**src/rtl/uart_rx_fifo.sv**
```systemverilog
// uart_rx_fifo: UART packet receiver with mid-bit sampling, glitch/framing/parity checks
// and a first-word-fall-through FIFO of received words with registered head outputs.
// Ports: clk, reset_n (async, active low), rx_in (serial, idle high), rd_en (pop head),
//   clr_errors (clear sticky flags), rx_data/parity_error (head word and its parity flag),
//   rx_empty, rx_full, fifo_count, framing_error, overflow (sticky status).
module uart_rx_fifo #(
  parameter int WIDTH = 64,
  parameter int CLKS_PER_BIT = 1,
  parameter int DEPTH = 4,
  localparam int CW = $clog2(DEPTH + 1)
) (
  input  logic             clk,
  input  logic             reset_n,
  input  logic             rx_in,
  input  logic             rd_en,
  input  logic             clr_errors,
  output logic [WIDTH-1:0] rx_data,
  output logic             parity_error,
  output logic             rx_empty,
  output logic             rx_full,
  output logic [CW-1:0]    fifo_count,
  output logic             framing_error,
  output logic             overflow
);

  localparam int HALF = (CLKS_PER_BIT - 1) / 2;
  localparam int NW = (CLKS_PER_BIT > 1) ? $clog2(CLKS_PER_BIT) : 1;
  localparam int BW = (WIDTH > 1) ? $clog2(WIDTH) : 1;
  localparam int AW = (DEPTH > 1) ? $clog2(DEPTH) : 1;
  localparam logic [NW-1:0] CNT_HALF = NW'(HALF);
  localparam logic [NW-1:0] CNT_LAST = NW'(CLKS_PER_BIT - 1);
  localparam logic [BW-1:0] BIT_LAST = BW'(WIDTH - 1);
  localparam logic [CW-1:0] FULL_CNT = CW'(DEPTH);

  typedef enum logic [2:0] {
    IDLE,
    START,
    DATA,
    STOP,
    BRK
  } state_t;

  logic rx_d1, rx_d2;

  always_ff @(posedge clk or negedge reset_n) begin
    if (!reset_n) begin
      rx_d1 <= 1'b1;
      rx_d2 <= 1'b1;
    end else begin
      rx_d1 <= rx_in;
      rx_d2 <= rx_d1;
    end
  end

  state_t state, state_n;
  logic [NW-1:0] cnt, cnt_n;
  logic [BW-1:0] bitn, bitn_n;
  logic [WIDTH-1:0] shift;
  logic shift_en;
  logic frame_ok;
  logic frame_bad;

  always_comb begin
    state_n = state;
    cnt_n = cnt;
    bitn_n = bitn;
    shift_en = 1'b0;
    frame_ok = 1'b0;
    frame_bad = 1'b0;
    unique case (state)
      IDLE: begin
        if (!rx_d2) begin
          cnt_n = '0;
          bitn_n = '0;
          // At one clock per bit the detection cycle already is the
          // start-bit sample; the next cycle carries data bit 0.
          state_n = (CLKS_PER_BIT == 1) ? DATA : START;
        end
      end
      START: begin
        if (cnt == CNT_HALF) begin
          cnt_n = '0;
          bitn_n = '0;
          state_n = rx_d2 ? IDLE : DATA;
        end else begin
          cnt_n = cnt + NW'(1);
        end
      end
      DATA: begin
        if (cnt == CNT_LAST) begin
          cnt_n = '0;
          shift_en = 1'b1;
          if (bitn == BIT_LAST) state_n = STOP;
          else bitn_n = bitn + BW'(1);
        end else begin
          cnt_n = cnt + NW'(1);
        end
      end
      STOP: begin
        if (cnt == CNT_LAST) begin
          cnt_n = '0;
          if (rx_d2) begin
            frame_ok = 1'b1;
            state_n = IDLE;
          end else begin
            frame_bad = 1'b1;
            state_n = BRK;
          end
        end else begin
          cnt_n = cnt + NW'(1);
        end
      end
      BRK: begin
        if (rx_d2) state_n = IDLE;
      end
      default: state_n = IDLE;
    endcase
  end

  always_ff @(posedge clk or negedge reset_n) begin
    if (!reset_n) begin
      state <= IDLE;
      cnt <= '0;
      bitn <= '0;
      shift <= '0;
    end else begin
      state <= state_n;
      cnt <= cnt_n;
      bitn <= bitn_n;
      if (shift_en) shift[bitn] <= rx_d2;
    end
  end

  logic [WIDTH-1:0] mem_data [DEPTH];
  logic [DEPTH-1:0] mem_par;
  logic [AW-1:0] wptr, rptr, rptr_n;
  logic [CW-1:0] count, count_n;
  logic pop, push, drop, word_par;

  assign word_par = ~^shift;
  assign pop = rd_en && (count != '0);
  // A full FIFO still accepts the word when the head leaves this cycle.
  assign push = frame_ok && ((count != FULL_CNT) || pop);
  assign drop = frame_ok && !push;
  assign rptr_n = rptr + AW'(pop);
  assign count_n = count + CW'(push) - CW'(pop);

  always_ff @(posedge clk) begin
    if (push) begin
      mem_data[wptr] <= shift;
      mem_par[wptr] <= word_par;
    end
  end

  always_ff @(posedge clk or negedge reset_n) begin
    if (!reset_n) begin
      wptr <= '0;
      rptr <= '0;
      count <= '0;
      rx_data <= '0;
      parity_error <= 1'b0;
      framing_error <= 1'b0;
      overflow <= 1'b0;
    end else begin
      if (push) wptr <= wptr + AW'(1);
      rptr <= rptr_n;
      count <= count_n;
      // Head register: bypass the incoming word when it becomes the head.
      if (count_n != '0) begin
        if (push && (rptr_n == wptr)) begin
          rx_data <= shift;
          parity_error <= word_par;
        end else begin
          rx_data <= mem_data[rptr_n];
          parity_error <= mem_par[rptr_n];
        end
      end
      framing_error <= frame_bad | (framing_error & ~clr_errors);
      overflow <= drop | (overflow & ~clr_errors);
    end
  end

  assign rx_empty = (count == '0);
  assign rx_full = (count == FULL_CNT);
  assign fifo_count = count;

endmodule

```
**config.mk**
```make
export PLATFORM = sky130hd
export DESIGN_NAME = uart_rx_fifo
export DESIGN_NICKNAME = d
export VERILOG_FILES = /design/src/rtl/uart_rx_fifo.sv
export SDC_FILE = /design/constraint.sdc
export NUM_CORES = 1
export LEC_CHECK = 0
export BUFFER_PORTS_ARGS = -buffer_cell sky130_fd_sc_hd__buf_2
export CELL_PAD_IN_SITES_DETAIL_PLACEMENT = 1
export CELL_PAD_IN_SITES_GLOBAL_PLACEMENT = 2
export CORE_ASPECT_RATIO = 1.4
export CORE_MARGIN = 1.5
export CORE_UTILIZATION = 25
export CTS_CLUSTER_SIZE = 24
export DETAILED_ROUTE_END_ITERATION = 10
export PLACE_DENSITY = 0.45
export SETUP_SLACK_MARGIN = 0.5
export SYNTH_ARGS = -nofsm -noshare
export SYNTH_HDL_FRONTEND = slang
export SYNTH_SLANG_ARGS = --single-unit
```
**constraint.sdc**
```tcl
create_clock -name clk -period 5.85 [get_ports clk]
set_clock_uncertainty 0.1 [all_clocks]
set_input_delay 1.17 -clock clk [delete_from_list [all_inputs] [get_ports clk]]
set_output_delay 1.17 -clock clk [all_outputs]
set_load 0.02 [all_outputs]
```
* Word level (Yosys, flattened, before mapping)
Memories as Yosys holds them, arrays and structs flattened. A register that Yosys moved wholly into a read port is not among the register bits.
Cells that the tools add are included.
** Storage, ports and cells
- Output and inout bits :: 72
- Flip-flop bits (word level) :: 90
- Memories kept :: 1
- Bits in writable memories :: 256
** Cells by class
- Add/subtract/negate cells :: 6
- Bitwise operators :: 5
- Equality and inequality tests :: 15
- $lt $le $gt $ge :: 5
- Reductions and logical operators :: 20
- Muxes and demuxes :: 36
** Memory list
- mem_data :: words 4, bits a word 64, read ports 1, clocked after memory_dff 1, wr ports 1, line 134 : logic [WIDTH-1:0] mem_data [DEPTH];
** Operator list (count)
- 64-bit bitwise mux :: 1
- 64-bit XNOR reduction :: 1
- 6-bit 2-to-1 mux :: 4
- 3-bit 2-to-1 mux :: 7
- 6-bit case mux with 3 select lines :: 1
- 1-bit 2-to-1 mux :: 16
- 3-bit case mux with 5 select lines :: 1
- 2-bit inequality test (second input constant) :: 7
- 3-bit nonzero test :: 3
- 6-bit by 7-bit less-than comparator with 1-bit output (second input constant) :: 1
- 6-bit by 1-bit adder with 6-bit output (second input constant) :: 1
- 1-bit demux with 6-bit select :: 1
- 3-bit by 2-bit equality test with 1-bit output (second input constant) :: 2
- 3-bit equality test (second input constant) :: 2
- 6-bit equality test (second input constant) :: 1
- 6-bit by 1-bit >= comparator with 1-bit output (second input constant) :: 1
- 1-bit logical AND :: 6
- 3-bit logical NOT :: 2
- 2-bit by 3-bit less-than comparator with 1-bit output (second input constant) :: 2
- 6-bit AND reduction :: 1
- 5-bit AND reduction :: 1
- 4-bit bitwise mux :: 1
- 3-bit by 1-bit adder with 3-bit output :: 1
- 3-bit by 1-bit equality test with 1-bit output (second input constant) :: 1
- other kinds (19) :: 22

* Logic depth before layout (Yosys ltp)
- Depth in word-level cells :: 7
- Gate-level depth with buffers :: 16

* Least setup slack after synthesis
OpenSTA, ideal clock, no wires.
- Path type :: input-to-reg
- Start point :: input port rd_en
- End point :: memory mem_data[0][0] (enable)
- Data arrival time :: 3.130 ns
- Path buffers :: 1
- Library setup time :: 0.430 ns
- Required time :: 5.320 ns
- Setup slack :: 2.190 ns
- Stages :: 4
- Cells stage by stage :: nand2b_1 > and3_1 > buf_2 > and2_1
** Between the ends
- Cells in the longest elaborated chain, start to end :: 5
** Ends and longest elaborated chain
- start: declaration :: line 15 : input logic rd_en,
- 1-bit logical AND :: line 141 : assign pop = rd_en && (count != '0);
- 1-bit logical OR :: line 143 : assign push = frame_ok && ((count != FULL_CNT) || pop);
- 1-bit logical AND :: line 143
- 1-bit 2-to-1 mux :: line 149 : if (push) begin
- 1-bit 2-to-1 mux (implied by the code) :: line 150 : mem_data[wptr] <= shift;
- end: declaration :: line 134
Every way passes these cells.

* Final worst setup path
- Start point :: register state[1]
- End point :: register rx_data[31], read port of mem_data
** Between the ends
- Cells in the longest elaborated chain, start to end :: 6
** Ends and longest elaborated chain
- start: declaration :: line 55 : state_t state, state_n;
- start signal: assignment :: line 127 : state <= state_n;
- 3-bit by 2-bit equality test with 1-bit output :: line 70 : unique case (state)
- 1-bit 2-to-1 mux :: line 70
- 1-bit logical AND :: line 143
- 3-bit by 1-bit adder with 3-bit output :: line 146 : assign count_n = count + CW'(push) - CW'(pop);
- 3-bit by 1-bit subtractor with 3-bit output :: line 146
- via count_n[2] :: line 137 : logic [CW-1:0] count, count_n;
- 3-bit nonzero test :: line 169 : if (count_n != '0) begin
- end: declaration :: line 17 : output logic [WIDTH-1:0] rx_data,
The timed path passes the listed nets, and every way through them passes these cells.
A chain may end at the register's enable or synchronous reset.

==> results.json <==
{
  "mappedNetlistArea_mm2": 0.0166,
  "muxShareOfSynthArea_pct": 15.3,
  "num_rows": 111,
  "cp-endpoint": "rx_data[31]",
  "tightest_slew_ns": 1.11,
  "drive_above_1_share_pct": 24.4,
  "whs_ns": 0.256,
  "start_util_pct": 25.3,
  "max_stage_delay_ns": 0.64,
  "critPathRequiredTime_ns": 6.25,
  "max_freq_mhz": 256,
  "synth_area_per_cell_um2": 16.1,
  "cts_num_sinks": 409,
  "startpoint": "state[1]",
  "postCtsSetupBuffers": 0,
  "synth_compound_area_share_pct": 3.24,
  "setup_violations": 0,
  "cp-start-kind": "flip-flop",
  "ant_nets": 0,
  "cts-root-buf": "clkbuf_16",
  "ctsHoldBuffers": 0,
  "drt_iter0_drc": 356,
  "worstSetupEndpointType": "flip-flop",
  "synthAdderAreaFrac_pct": 0.649,
  "violations": "design-rule violations",
  "ios": 77,
  "yosysTopAreaCell": "edfxtp_1",
  "io_buffers": 76,
  "placed_cell_area_mm2": 0.0180,
  "p_total_uw": 6130,
  "yosysMostFrequentCell": "edfxtp_1",
  "stdcell_area_mm2": 0.0194,
  "drv_slew": 0,
  "grt_pass1_vias": 9888,
  "synth_warnings": 0,
  "crit_type": "flip-flop to flip-flop",
  "synth-simple-area-share_pct": 5.57,
  "grt_max_degree": 91,
  "synth_edf_count": 260,
  "cts_resized": 0,
  "cts_inserted_buffers": 44,
  "wl_per_cell_um": 21.8,
  "clock_latency_ns": 0.59,
  "cts_tree": "done",
  "max_cap_violations": 0,
  "critPathTopFamily": "simple AND/OR/NAND/NOR gates",
  "fin_nets": 1139,
  "min_from": "rx_d1",
  "irDropWorstVdd_uv": 184,
  "slowest_stage": "or3_4",
  "num_vias": 8710,
  "core_area_mm2": 0.0656,
  "place.gp.congestion": 0.656,
  "cp.depth": 13,
  "crit_chain": "nand2_1 -> nor2_1 -> and3_1 -> mux2_2 -> ha_1 -> inv_1 -> fa_1 -> xnor2_1 -> xnor2_1 -> or3_4 -> buf_12 -> nor2_1 -> a21oi_1",
  "path_buf_inv": 2,
  "fin_crit_sh_pct": 66.7,
  "status": "finished with violations",
  "period_needed_ns": 3.90,
  "fillers": 6886,
  "powerDensity_mw_per_mm2": 316,
  "synth_top_family_by_area": "multiplexers",
  "synthCells": 1032,
  "synth_top_area_share_pct": 47.1,
  "ys_types": 40,
  "tns_ns": 0,
  "clk_path_buf_depth": 3,
  "timing.rr.start": "state[1]",
  "viasPerCell": 4.34,
  "area_growth_syn_to_layout_pct": 17.1,
  "grt_usage_pct": 13.4,
  "antenna_found_initial": 0,
  "hpwl_mm": 26.3,
  "slew-limit-headroom_pct": 26.1,
  "fp.dieW_um": 221,
  "synthArstFlopShare_pct": 36.4,
  "grt_pass1_wl_mm": 66.5,
  "htreeDepth": 2,
  "synthTopCellsByCount": "edfxtp_1 (260), dfrtp_1 (147), nand2_1 (98), nor2_1 (79), a21oi_1 (67)",
  "grt_setup_unrepaired": "no",
  "path_max_fanout": 66,
  "r2r_cells": 13,
  "ys_seq_area_share_pct": 69.6,
  "wl_mm": 43.8,
  "drc": 10,
  "die_area_mm2": 0.0679,
  "hp-class": "flip-flop to flip-flop",
  "synth_fp_nets": 1045,
  "synth_flop_cell": "edfxtp_1",
  "num_antenna_cells": 0,
  "clkTransAtPathRegs_ns": 0.06,
  "synth.top_cells.by_area": "edfxtp_1 (47%), dfrtp_1 (22%), mux4_2 (8.8%), mux2i_1 (3.9%), xnor2_1 (3.2%)",
  "ys_ff_latch": 409,
  "first_pass_iters": 7,
  "die_y_um": 308,
  "yosys.area_share.xor_xnor_pct": 3.80,
  "gr-total-overflow": 0,
  "reg2reg_slack_ns": 1.95,
  "p_leak_uw": 0.00771,
  "finalHoldViolCount": 0,
  "r2r-end": "rx_data[31]",
  "cp_data_arrival_time_ns": 4.30
}
-- how the worst min path moves through the flow --
stage | to | slack [ns] | cells after the start
4_1_cts | rx_d2 | 0.26 | 0
6_report | rx_d2 | 0.26 | 0
2_1_floorplan | rx_d2 | 0.25 | 0
3_3_place_gp | rx_d2 | 0.25 | 0
5_1_grt | rx_d2 | 0.26 | 0
3_5_place_dp | rx_d2 | 0.25 | 0
-- worst reg2reg max path: stages (launching register included) --
cell and delay (ns):
dfrtp_1 0.45, nand2_1 0.12, nor2_1 0.28, and3_1 0.45, mux2_2 0.23, ha_1 0.13, inv_1 0.05, fa_1 0.37
xnor2_1 0.18, xnor2_1 0.17, or3_4 0.64, buf_12 0.33, nor2_1 0.21, a21oi_1 0.13
-- cell usage in the layout, fill, tap and decap left out, types with 11 or more instances in the layout --
master and count:
edfxtp_1 260, dfrtp_1 147, nand2_1 98, nor2_1 79, buf_2 75, a21oi_1 67
mux4_2 65, mux2i_1 65, xnor2_1 60, clkbuf_16 44, mux2_2 38, o21ai_0 31
buf_4 18, clkbuf_1 14, xor2_1 11
-- logic make-up after synthesis --
family / Yosys count
flops: 409
simple gates: 212
mux: 168
compound gates: 103
xor+xnor: 72
buf+inv: 60
fa+ha+maj: 8
-- area by class of cell --
| class | count | area, um2 | share of cell area (%) |
|---|---|---|---|
| Clock buffer | 62 | 1210 | 6.22 |
| Inverter | 10 | 37.5 | 0.193 |
| Clock inverter | 20 | 185 | 0.953 |
| Sequential cell | 409 | 11500 | 59.4 |
| Multi-Input combinational cell | 563 | 4790 | 24.7 |
| Timing Repair Buffer | 98 | 602 | 3.10 |
| Tap cell | 847 | 1060 | 5.46 |
-- state kept, by name, summed over array words and instances (netlist names) --
name           flops
rx_data           64
state              3
rx_d1              1
mem_par            4
rptr               2
framing_error      1
wptr               2
mem_data         256
shift             64
bitn               6
rx_d2              1
fifo_count         3
overflow           1
parity_error       1
-- metal layers --
| metal | wire, um | global-route usage (%) |
|---|---|---|
| met1 | 18300 | 16.2 |
| met2 | 23500 | 24.4 |
| met3 | 1170 | 2.07 |
| met4 | 759 | 3.43 |
| met5 | 0 | 0 |
-- power breakdown --
part           total, uW  switching [uW]  leakage (uW)  internal [uW]
Sequential          3150            40.9       0.00445           3110
Combinational        235             135       0.00258            100
Clock               2750            1200      0.000681           1540
Total               6130            1380       0.00771           4760
-- per-stage QoR --
stage | util, % | setup WS, ns | cells
floorplan | - | 2.19 | 1032
CTS | 29.6 | 1.78 | 2009
global route | 29.6 | 1.50 | 2009
global placement | 27.5 | 1.44 | 1927
finish | 29.6 | 1.95 | 2009
detailed placement | 27.5 | 1.38 | 1927
No activity file was read; power rests on OpenSTA's default activity.
